**config.mk**
```make
export PLATFORM = sky130hd
export DESIGN_NAME = multicycle_control
export DESIGN_NICKNAME = d
export VERILOG_FILES = /design/src/rtl/mips_ctrl_pkg.sv /design/src/rtl/mc_wait_timer.sv /design/src/rtl/multicycle_control.sv
export SDC_FILE = /design/constraint.sdc
export NUM_CORES = 1
export LEC_CHECK = 0
export ABC_AREA = 1
export CORE_MARGIN = 2
export CORE_UTILIZATION = 50
export CTS_CLUSTER_SIZE = 16
export DETAILED_ROUTE_END_ITERATION = 8
export DONT_BUFFER_PORTS = 1
export GPL_ROUTABILITY_DRIVEN = 0
export PLACE_DENSITY_LB_ADDON = 0.15
export RECOVER_POWER = 25
export SLEW_MARGIN = 20
export SYNTH_ARGS = -nofsm -noshare
export SYNTH_HDL_FRONTEND = slang
export SYNTH_SLANG_ARGS = --single-unit
export TNS_END_PERCENT = 50
```
**constraint.sdc**
```tcl
create_clock -name CLK -period 3.1 [get_ports CLK]
set_clock_uncertainty 0.1 [all_clocks]
set_input_delay 0.465 -clock CLK [delete_from_list [all_inputs] [get_ports CLK]]
set_output_delay 0.465 -clock CLK [all_outputs]
set_load 0.01 [all_outputs]
```
**src/rtl/mips_ctrl_pkg.sv**
```systemverilog
// Shared definitions for the multicycle MIPS control unit:
// state encoding, opcode values and datapath select codes.
package mips_ctrl_pkg;

    typedef enum logic [3:0] {
        S_FETCH  = 4'd0,
        S_DECODE = 4'd1,
        S_MEMADR = 4'd2,
        S_MEMRD  = 4'd3,
        S_MEMWB  = 4'd4,
        S_MEMWR  = 4'd5,
        S_REXEC  = 4'd6,
        S_RWB    = 4'd7,
        S_BEQ    = 4'd8,
        S_ADDIEX = 4'd9,
        S_ADDIWB = 4'd10,
        S_JUMP   = 4'd11,
        S_FAULT  = 4'd12
    } state_t;

    localparam logic [5:0] OP_R    = 6'h00;
    localparam logic [5:0] OP_LW   = 6'h23;
    localparam logic [5:0] OP_SW   = 6'h2B;
    localparam logic [5:0] OP_BEQ  = 6'h04;
    localparam logic [5:0] OP_ADDI = 6'h08;
    localparam logic [5:0] OP_J    = 6'h02;

    localparam logic [1:0] ALUOP_ADD   = 2'b00;
    localparam logic [1:0] ALUOP_SUB   = 2'b01;
    localparam logic [1:0] ALUOP_FUNCT = 2'b10;

    localparam logic [1:0] SRCB_B      = 2'b00;
    localparam logic [1:0] SRCB_FOUR   = 2'b01;
    localparam logic [1:0] SRCB_IMM    = 2'b10;
    localparam logic [1:0] SRCB_IMMSH2 = 2'b11;

    localparam logic [1:0] PCSRC_ALU    = 2'b00;
    localparam logic [1:0] PCSRC_ALUOUT = 2'b01;
    localparam logic [1:0] PCSRC_JUMP   = 2'b10;

    // States in which the control unit waits on memory.
    function automatic logic is_mem_state(state_t s);
        return (s == S_FETCH) || (s == S_MEMRD) || (s == S_MEMWR);
    endfunction

endpackage

```
**src/rtl/mc_wait_timer.sv**
```systemverilog
// Memory wait counter: counts not-ready cycles of the current access and
// flags a timeout once WAIT_MAX wait cycles have elapsed and memory is
// still not ready.
module mc_wait_timer #(
    parameter int unsigned WAIT_MAX = 15
) (
    input  logic CLK,
    input  logic RESET,
    input  logic active,
    input  logic mem_ready,
    output logic timeout
);

    localparam int unsigned CW = (WAIT_MAX < 1) ? 1 : $clog2(WAIT_MAX + 1);
    localparam logic [CW-1:0] CMAX = CW'(WAIT_MAX);

    logic [CW-1:0] count;

    // Cleared outside memory states and on access completion, so every
    // access starts counting from zero; saturates at WAIT_MAX.
    always_ff @(posedge CLK) begin
        if (RESET || !active || mem_ready) begin
            count <= '0;
        end else if (count != CMAX) begin
            count <= count + CW'(1);
        end
    end

    // Ready in the cycle the count reaches WAIT_MAX still completes the access.
    assign timeout = active && !mem_ready && (count == CMAX);

endmodule

```
**src/rtl/multicycle_control.sv**
```systemverilog
// Multicycle MIPS control FSM: sequences fetch/decode/execute for
// R-type, lw, sw, beq, addi and j, with memory wait handling and a
// sticky fault state for illegal opcodes and memory timeouts.
module multicycle_control
    import mips_ctrl_pkg::*;
#(
    parameter int unsigned WAIT_MAX = 15
) (
    input  logic       CLK,
    input  logic       RESET,
    input  logic [5:0] opcode,
    input  logic       mem_ready,
    output logic       PCWrite,
    output logic       PCWriteCond,
    output logic       IorD,
    output logic       MemRead,
    output logic       MemWrite,
    output logic       MemtoReg,
    output logic       IRWrite,
    output logic       RegDst,
    output logic       RegWrite,
    output logic       ALUSrcA,
    output logic [1:0] ALUSrcB,
    output logic [1:0] ALUOp,
    output logic [1:0] PCSource,
    output logic       fault,
    output logic [3:0] state_dbg
);

    state_t state;
    logic   is_sw;
    logic   timeout;

    mc_wait_timer #(
        .WAIT_MAX(WAIT_MAX)
    ) u_wait_timer (
        .CLK       (CLK),
        .RESET     (RESET),
        .active    (is_mem_state(state)),
        .mem_ready (mem_ready),
        .timeout   (timeout)
    );

    // State sequencing; lw/sw choice is captured in DECODE so opcode is
    // ignored in every later state.
    always_ff @(posedge CLK) begin
        if (RESET) begin
            state <= S_FETCH;
            is_sw <= 1'b0;
        end else begin
            case (state)
                S_FETCH: begin
                    if (timeout)        state <= S_FAULT;
                    else if (mem_ready) state <= S_DECODE;
                end
                S_DECODE: begin
                    is_sw <= (opcode == OP_SW);
                    case (opcode)
                        OP_LW, OP_SW: state <= S_MEMADR;
                        OP_R:         state <= S_REXEC;
                        OP_BEQ:       state <= S_BEQ;
                        OP_ADDI:      state <= S_ADDIEX;
                        OP_J:         state <= S_JUMP;
                        default:      state <= S_FAULT;
                    endcase
                end
                S_MEMADR: state <= is_sw ? S_MEMWR : S_MEMRD;
                S_MEMRD: begin
                    if (timeout)        state <= S_FAULT;
                    else if (mem_ready) state <= S_MEMWB;
                end
                S_MEMWR: begin
                    if (timeout)        state <= S_FAULT;
                    else if (mem_ready) state <= S_FETCH;
                end
                S_MEMWB:  state <= S_FETCH;
                S_REXEC:  state <= S_RWB;
                S_RWB:    state <= S_FETCH;
                S_BEQ:    state <= S_FETCH;
                S_ADDIEX: state <= S_ADDIWB;
                S_ADDIWB: state <= S_FETCH;
                S_JUMP:   state <= S_FETCH;
                S_FAULT:  state <= S_FAULT;
                default:  state <= S_FAULT;
            endcase
        end
    end

    // Moore output decode; IRWrite/PCWrite in FETCH follow mem_ready, and
    // write strobes are forced off while RESET is held.
    always_comb begin
        PCWrite     = 1'b0;
        PCWriteCond = 1'b0;
        IorD        = 1'b0;
        MemRead     = 1'b0;
        MemWrite    = 1'b0;
        MemtoReg    = 1'b0;
        IRWrite     = 1'b0;
        RegDst      = 1'b0;
        RegWrite    = 1'b0;
        ALUSrcA     = 1'b0;
        ALUSrcB     = SRCB_B;
        ALUOp       = ALUOP_ADD;
        PCSource    = PCSRC_ALU;
        fault       = 1'b0;
        case (state)
            S_FETCH: begin
                MemRead = 1'b1;
                ALUSrcB = SRCB_FOUR;
                IRWrite = mem_ready;
                PCWrite = mem_ready;
            end
            S_DECODE: ALUSrcB = SRCB_IMMSH2;
            S_MEMADR: begin
                ALUSrcA = 1'b1;
                ALUSrcB = SRCB_IMM;
            end
            S_MEMRD: begin
                MemRead = 1'b1;
                IorD    = 1'b1;
            end
            S_MEMWR: begin
                MemWrite = 1'b1;
                IorD     = 1'b1;
            end
            S_MEMWB: begin
                RegWrite = 1'b1;
                MemtoReg = 1'b1;
            end
            S_REXEC: begin
                ALUSrcA = 1'b1;
                ALUOp   = ALUOP_FUNCT;
            end
            S_RWB: begin
                RegWrite = 1'b1;
                RegDst   = 1'b1;
            end
            S_BEQ: begin
                ALUSrcA     = 1'b1;
                ALUOp       = ALUOP_SUB;
                PCWriteCond = 1'b1;
                PCSource    = PCSRC_ALUOUT;
            end
            S_ADDIEX: begin
                ALUSrcA = 1'b1;
                ALUSrcB = SRCB_IMM;
            end
            S_ADDIWB: RegWrite = 1'b1;
            S_JUMP: begin
                PCWrite  = 1'b1;
                PCSource = PCSRC_JUMP;
            end
            S_FAULT:  fault = 1'b1;
            default:  fault = 1'b1;
        endcase
        if (RESET) begin
            PCWrite     = 1'b0;
            PCWriteCond = 1'b0;
            IRWrite     = 1'b0;
            MemWrite    = 1'b0;
            RegWrite    = 1'b0;
        end
    end

    assign state_dbg = state;

endmodule

```
* Word level (Yosys, flattened, before mapping) *
Index checks and enable logic that the tools add are counted.

storage, ports and cells
  flip-flop bits (word level) = 9
  input bits = 9
  output and inout port bits = 21
  word-level logic and storage cells = 72

cells by class
  equal/unequal tests = 21
  add/subtract/negate cells = 1
  reductions and logical operators = 19
  mux-type cells = 28

operators with widths
  operator                                              number
  one-hot mux 4 bit (8 select lines)                    1
  2-to-1 mux 4 bit                                      6
  equality test 4 bit (second input constant)           5
  one-hot mux 4 bit (5 select lines)                    1
  equality test 4 x 3 -> 1 bit (second input constant)  4
  2-to-1 mux 1 bit                                      15
  equality test 6 bit (second input constant)           2
  OR reduction 12 bit                                   1
  inequality test 3 bit (second input constant)         3
  equality test 4 x 2 -> 1 bit (second input constant)  2
  one-hot mux 2 bit (2 select lines)                    2
  OR reduction 2 bit                                    4
  equality test 6 x 2 -> 1 bit (second input constant)  1
  equality test 6 x 3 -> 1 bit (second input constant)  1
  equality test 6 x 4 -> 1 bit (second input constant)  1
  zero test 6 bit                                       1
  one-hot mux 2 bit (3 select lines)                    1
  OR reduction 5 bit                                    1
  adder 4 x 1 -> 4 bit (second input constant)          1
  equality test 4 x 1 -> 1 bit (second input constant)  1
  zero test 4 bit                                       1
  logical OR 1 bit                                      4
  inequality test 4 bit (second input constant)         1
  OR reduction 4 bit                                    1
  6 further kinds                                       8

* Longest topological paths before layout *
Gate-level depths: netlist (run 1).

  word-level depth = 7
  gate-level depth with buffers = 9

* Cells and area by module *
Synthesis (run 1) repeated with hierarchy kept, for this count alone.

second synthesis, totals
  cells, all modules = 148
  area, all modules = 844.6 µm²

modules (own cells, without submodules)
  module              cells each  instances  area an instance (µm²)  seq. area each (µm²)
  multicycle_control  114         1          623.1                   100.1
  mc_wait_timer       34          1          221.5                   80.1

* Worst setup path after synthesis (run 1) *
No wires, ideal clock.

  path kind = flip-flop to output port
  start = reg state[3], in the netlist state_dbg[3]
  end = out PCWriteCond
  setup slack = 1.343 ns
  stages on the path, launching flop included = 7
  path buffers = 0
  data required time = 2.535 ns
  data arrival time = 1.192 ns
  path through = dfxtp_1 > inv_1 > nor2_1 > inv_1 > nor2_1 > inv_1 > nor2_1

on the way
  longest elaborated chain between the ends = 3

ends and longest elaborated chain
  element                 RTL line                   RTL
  start, declared         multicycle_control.sv:30   state_t state;
  start signal, assigned  multicycle_control.sv:67   S_MEMADR: state <= is_sw ? S_MEMWR : S_MEMRD;
  equality test 4 bit     multicycle_control.sv:106  case (state)
  2-to-1 mux 1 bit        multicycle_control.sv:106
  2-to-1 mux 1 bit        multicycle_control.sv:156  if (RESET) begin
  end, declared           multicycle_control.sv:14   output logic PCWriteCond,

Every way passes these cells.

* Worst setup path in the final report (run 1) *
Ends and elaborated chain as after synthesis.

==> impl_metrics.csv, run 1 <==
group,metric,value,unit
run_status,status,"complete, no violations",
route,drtIter0Drc,14,
cts,cts_sinks,9,
cts,cts_tree,"yes",
logic_synthesis,yosys_most_used_dff,"dfxtp_1",
logic_synthesis,ys_warn_count,0,
cts,cts_resized,0,
route,drtAntennaViolNets,0,
route,firstDrtPassIters,4,
placement,dp_hpwl,1410,um
cts,clk_latency,260,ps
critical_path,cpPeakStageDelay,490,ps
critical_path,cp_max_fo,5,
die,die_w,43.4,um
global_routing,grt_pass1_vias,702,
logic_synthesis,post-synth-top-count-cell,"nand2_1",
route,wl,1710,um
logic_synthesis,yosysTopAreaCell,"dfxtp_1",
timing,finalCriticalPeriod,2140,ps
logic_synthesis,yosysTopAreaCellShare,23.3,%
global_routing,grt_antenna_before_repair,0,
cells_and_area,final_nets,153,
worst_hold_path,hold_depth,1,
critical_path,crit_path_top_delay_cell,"dfxtp_1",
timing,drv_slew,0,
pwr,ir_drop,337,uV
logic_synthesis,synth_cell_type_count,22,
timing,fin_crit_sh,69.0,%
critical_path,reg2reg_depth,9,
route,remaining_drc_errors,0,
logic_synthesis,ys_seq_area_share,23.3,%
global_routing,grt_max_degree,8,
critical_path,reg2reg_from,"state_dbg[2]",
die,die-area,1880,um2
cts,cts_setup_buffers,0,
pwr,p_leak,0.451,nW
global_routing,grt-ovfl-total,0,
cells_and_area,drive_gt1_share,6.34,%
cts,cts-root-buf,"clkbuf_4",
cts,clkSlewWorstSetupHoldPaths,60,ps
logic_synthesis,synth_common_cells,"nand2_1, nor2_1, inv_1, nand3_1, dfxtp_1",
die,num_rows,14,
logic_synthesis,synthArstFlopShare,0,%
cts,cts.path.max_buffers,2,
job,maxCapViolCount,0,
cells_and_area,area_delta_synth_final,3.07,%
pwr,power.density,825,nW/um2
placement,portBuffers,0,
global_routing,grt_use_total,20.4,%
timing,fmax,0.468,GHz
route,vias_per_cell,5.18,
worst_hold_path,hold_path_class,"in2reg",
die,die_y,43.4,um
critical_path,cp-end-kind,"output port",
timing,finalSetupViolCount,0,
critical_path,crit_required,2530,ps
logic_synthesis,synth_edf_count,0,
logic_synthesis,synth_seq_cells,9,
worst_hold_path,hold_start,"RESET",
logic_synthesis,synth_nets,148,
cts,cts_hold_buf,0,
worst_hold_path,holdPathEnd,"state_dbg[0]",
global_routing,grt_pass1_wl,2840,um
logic_synthesis,syn_avg_cell_area,5.61,um2
logic_synthesis,synth.area.top_cells,"dfxtp_1, nand2_1, nor2_1, inv_1, nand3_1",
critical_path,worst-setup-path-type,"reg2out",
route,num_vias,819,
cells_and_area,utilization,54.3,%
die,core-area,1470,um2
critical_path,crit_chain,"inv_1 -> nor2_1 -> inv_1 -> nor2_1 -> inv_1 -> nor2_1",
timing,hold_viol_final,0,
cts,cts_buffers,3,
logic_synthesis,netlist_area,774,um2
route,wl_per_cell,10.8,um
logic_synthesis,netlist_instances,138,
timing,rsz0062_at_grt,"false",
cells_and_area,diodes,0,
timing,finalSetupTns,0,ps
cells_and_area,final_cell_area,798,um2
timing,slew_headroom,75.2,%
critical_path,start_kind,"flop",
timing,worstMarginPinSlew,371,ps
cts,htreeDepth,1,
die,io_pins,30,
critical_path,arrival,1570,ps
critical_path,worstReg2RegEnd,"state_dbg[2]",
die,start_util,52.6,%
placement,dpl_cell_area,795,um2
critical_path,reg2reg_slack,1420,ps
pwr,p_total,0.000659,W
[how the worst max path moves through the flow]
stage	start	to	slack, ps
finish	state_dbg[3]	PCWriteCond	960
global route	state_dbg[3]	PCWriteCond	810
CTS	state_dbg[3]	PCWriteCond	940
detailed placement	state_dbg[3]	PCWriteCond	1230
global placement	state_dbg[3]	PCWriteCond	1260
floorplan	state_dbg[3]	PCWriteCond	1340
[critical path, delay by kind of cell, from the launching register on]
| kind | cells | cell delay (ps) |
|---|---|---|
| buffers and inverters | 3 | 290 |
| flip-flops | 1 | 490 |
| AND/OR/NAND/NOR | 3 | 550 |
[layout by cell type, fill, tap and decap left out, types with 2 or more instances in the layout]
cell	n
o21ai_0	2
nor2_1	31
clkbuf_4	3
nand2_1	36
dfxtp_1	9
inv_1	26
nand4_1	3
nand3_1	11
inv_2	2
a21oi_1	6
[logic make-up after synthesis]
kind of cell | count (synthesis) | share of synthesized area (%)
DFF | 9 | 23.3
and+or+nand+nor | 86 | 50.9
adders and majority gates | 1 | 1.62
buffers and inverters | 28 | 13.6
AOI/OAI and AO/OA | 14 | 10.7
[metrics by stage]
stage / hold WS, ps / std cells / setup WS (ps)
finish: 164 / 158 / 961
global route: 139 / 158 / 805
CTS: 155 / 158 / 944
detailed placement: 379 / 154 / 1230
global placement: 380 / 154 / 1260
floorplan: 362 / 138 / 1340
[metal layers]
layer | GRT usage (%) | wire length (um) | share of wire (%) | up-vias
met5 | 0 | 0 | 0 | -
met4 | 10.9 | 19 | 1.1 | 0
met3 | 6.25 | 170 | 10 | 2
met2 | 33.4 | 804 | 47 | 34
met1 | 23.7 | 712 | 42 | 344
li1 | - | - | - | 439
[cell type report]
cell class	count	area (um2)
fillers	165	673
multi-input cells	101	467
flip-flops and latches	9	180
inverters	28	105
clock buffers	4	26.3
well taps	16	20.0
[flip-flops by register name (all words and copies together) (netlist names)]
register            cells
u_wait_timer.count      4
state_dbg               4
is_sw                   1
[where the power goes]
group	switching, W	internal (W)
Clock	0.0000410	0.0000496
Combinational	0.000264	0.000106
Sequential	0.0000522	0.000146
Total	0.000357	0.000302
Note: power is estimated with default switching activity, not from simulation.
==> inputs of run 2 (changes only) <==
- clock period: 3.1 -> 1.8 ns (I/O delays scaled with it)
==> run 2 against run 1 <==
  * Clock power rose by 77%
  * Die area stayed put
  * First-iteration DRC count decreased by 14%
  * Sequential share of layout area shrank 1.2 points
  * Flip-flop and latch count did not move
  * Non-clock buffer count up 5
  * Design area is 9.9% higher
  * Final cell count increased by 3.2%
  * Hold slack worse by 82 ps
  * Sequential power is 86% higher
  * Critical endpoint is now ALUSrcB[1]
==> impl_metrics.csv, run 2 (same netlist as run 1, synthesis figures left out) <==
group,metric,value,unit
critical_path,endpoint,"ALUSrcB[1]",
placement,portBuffers,0,
global_routing,grt-ovfl-total,0,
route,num_vias,841,
timing,fmax,0.582,GHz
route,drtIter0Drc,12,
pwr,ir_drop,620,uV
cells_and_area,most-common-layout-cells,"nand2_1, nor2_1, inv_1",
global_routing,grt_pass1_vias,708,
job,maxCapViolCount,0,
timing,drv_slew,0,
route,vias_per_cell,5.16,
pwr,intPower,0.000592,W
cts,htreeDepth,1,
pwr,netSwitchingFraction,52.9,%
critical_path,start_kind,"flop",
die,die_w,43.4,um
cts,clkSlewWorstSetupHoldPaths,60,ps
cells_and_area,layout_commonest_cell,"nand2_1",
global_routing,grt_antenna_before_repair,0,
pwr,comb_power_share,58.0,%
timing,fin_ws,83.0,ps
die,start_util,52.6,%
cells_and_area,num-fill-cells,143,
critical_path,reg2reg_depth,7,
worst_hold_path,hold_path_class,"in2reg",
timing,hold_viol_final,0,
placement,dp_hpwl,1390,um
route,remaining_drc_errors,0,
pwr,p_leak,0.487,nW
critical_path,reg2reg_slack,240,ps
placement,pre_cts_slack,204,ps
cts,cts_tree,"yes",
route,drtAntennaViolNets,0,
cells_and_area,diodes,0,
cells_and_area,layout.area.seq,188,um2
cells_and_area,area_delta_synth_final,13.2,%
pwr,clkPwrFrac,12.7,%
timing,rsz0062_at_grt,"true",
critical_path,reg2reg_from,"u_wait_timer.count[0]",
die,die_y,43.4,um
die,core-area,1470,um2
pwr,p_sw,0.000664,W
cts,cts_buffers,3,
timing,worstMarginPinSlew,354,ps
cts,cts_sinks,9,
global_routing,grt_use_total,20.8,%
cts,clk_latency,270,ps
critical_path,crit_path_start,"state_dbg[0]",
critical_path,crit_required,1430,ps
timing,finalSetupTns,0,ps
critical_path,cp-end-kind,"output port",
die,io_pins,30,
critical_path,cp_max_fo,5,
cts,cts-root-buf,"clkbuf_4",
run_status,status,"complete, no violations",
cts,cts.path.max_buffers,2,
critical_path,worst-setup-path-type,"reg2out",
timing,fin_crit_sh,95.4,%
route,wl,1770,um
global_routing,grt_pass1_wl,2930,um
pwr,power.density,1430,nW/um2
route,firstDrtPassIters,4,
critical_path,worstReg2RegEnd,"state_dbg[3]",
timing,finalSetupViolCount,0,
cells_and_area,multi_input_area,498,um2
cells_and_area,drive_gt1_share,14.3,%
cells_and_area,final_nets,158,
critical_path,arrival,1350,ps
die,die-area,1880,um2
global_routing,grt_max_degree,8,
timing,finalCriticalPeriod,1720,ps
pwr,power_frac_seq,29.3,%
die,num_rows,14,
route,wl_per_cell,10.8,um
timing,slew_headroom,76.3,%
-- run 2: cell count changes in the layout (fill, tap and decap cells not counted), sizes merged --
cell         previous run  this run
buf                     0         4
dlygate4sd3             0         1
-- run 2: worst min-delay path by stage --
| stage | start | to | cells after the start | slack, ps |
|---|---|---|---|---|
| after floorplan | RESET | state_dbg[0] | 1 | 240 |
| after global placement | RESET | state_dbg[0] | 1 | 240 |
| after detailed placement | RESET | state_dbg[0] | 1 | 240 |
| after CTS | opcode[5] | is_sw | 2 | 80 |
| after global routing | opcode[5] | is_sw | 2 | 90 |
| final | opcode[5] | is_sw | 2 | 80 |
-- run 2: critical path, cell delays in order, from the launching register on --
cell and delay [ps]:
dfxtp_2 390, inv_1 80, nor2_1 200, inv_1 120, o211ai_1 290
-- run 2: layer usage --
metal,track usage [%],wire length [um],vias up
met3,5.42,161,6
li1,-,-,445
met5,0,0,-
met4,12.7,48,0
met2,31.9,806,38
met1,26.0,752,352
-- run 2: layout make-up --
| type | instances | area share [%] |
|---|---|---|
| clock buffers | 4 | 3.00 |
| inverters | 28 | 12.0 |
| multi-input cells | 101 | 56.8 |
| flip-flops and latches | 9 | 21.4 |
| well taps | 16 | 2.28 |
| repair buffers | 5 | 4.56 |
-- run 2: metrics by stage --
| stage | cell area [um2] | power (W) | utilization (%) | cells | hold WS (ps) |
|---|---|---|---|---|---|
| after floorplan | 774 | 0.000925 | - | 138 | 239 |
| after global placement | 825 | 0.00105 | 56.0 | 158 | 243 |
| after detailed placement | 825 | 0.00106 | 56.0 | 158 | 243 |
| after CTS | 862 | 0.00123 | 58.6 | 163 | 76.0 |
| after global routing | 877 | 0.00138 | 59.6 | 163 | 90.6 |
| final | 877 | 0.00126 | 59.6 | 163 | 81.3 |
-- run 2: power groups by stage --
stage	logic (W)	clock network, W	registers [W]
after floorplan	0.000594	0	0.000331
after global placement	0.000707	0	0.000347
after detailed placement	0.000715	0	0.000348
after CTS	0.000722	0.000165	0.000346
after global routing	0.000819	0.000178	0.000379
final	0.000728	0.000160	0.000368
-- run 2: timing repair --
item / in CTS / in global routing
hold endpoints to repair: 2 / 0
hold buffers: 1 / 0
gates resized for setup: 2 / 6
setup endpoints to repair: 2 / 9
gates cloned: 0 / 0
buffers inserted: 0 / 0
==> inputs of run 3 (changes only) <==
- CAP_MARGIN: unset -> 20
==> results of run 3 <==
Same layout as run 2: the final DEF is identical, and so are final timing and power.
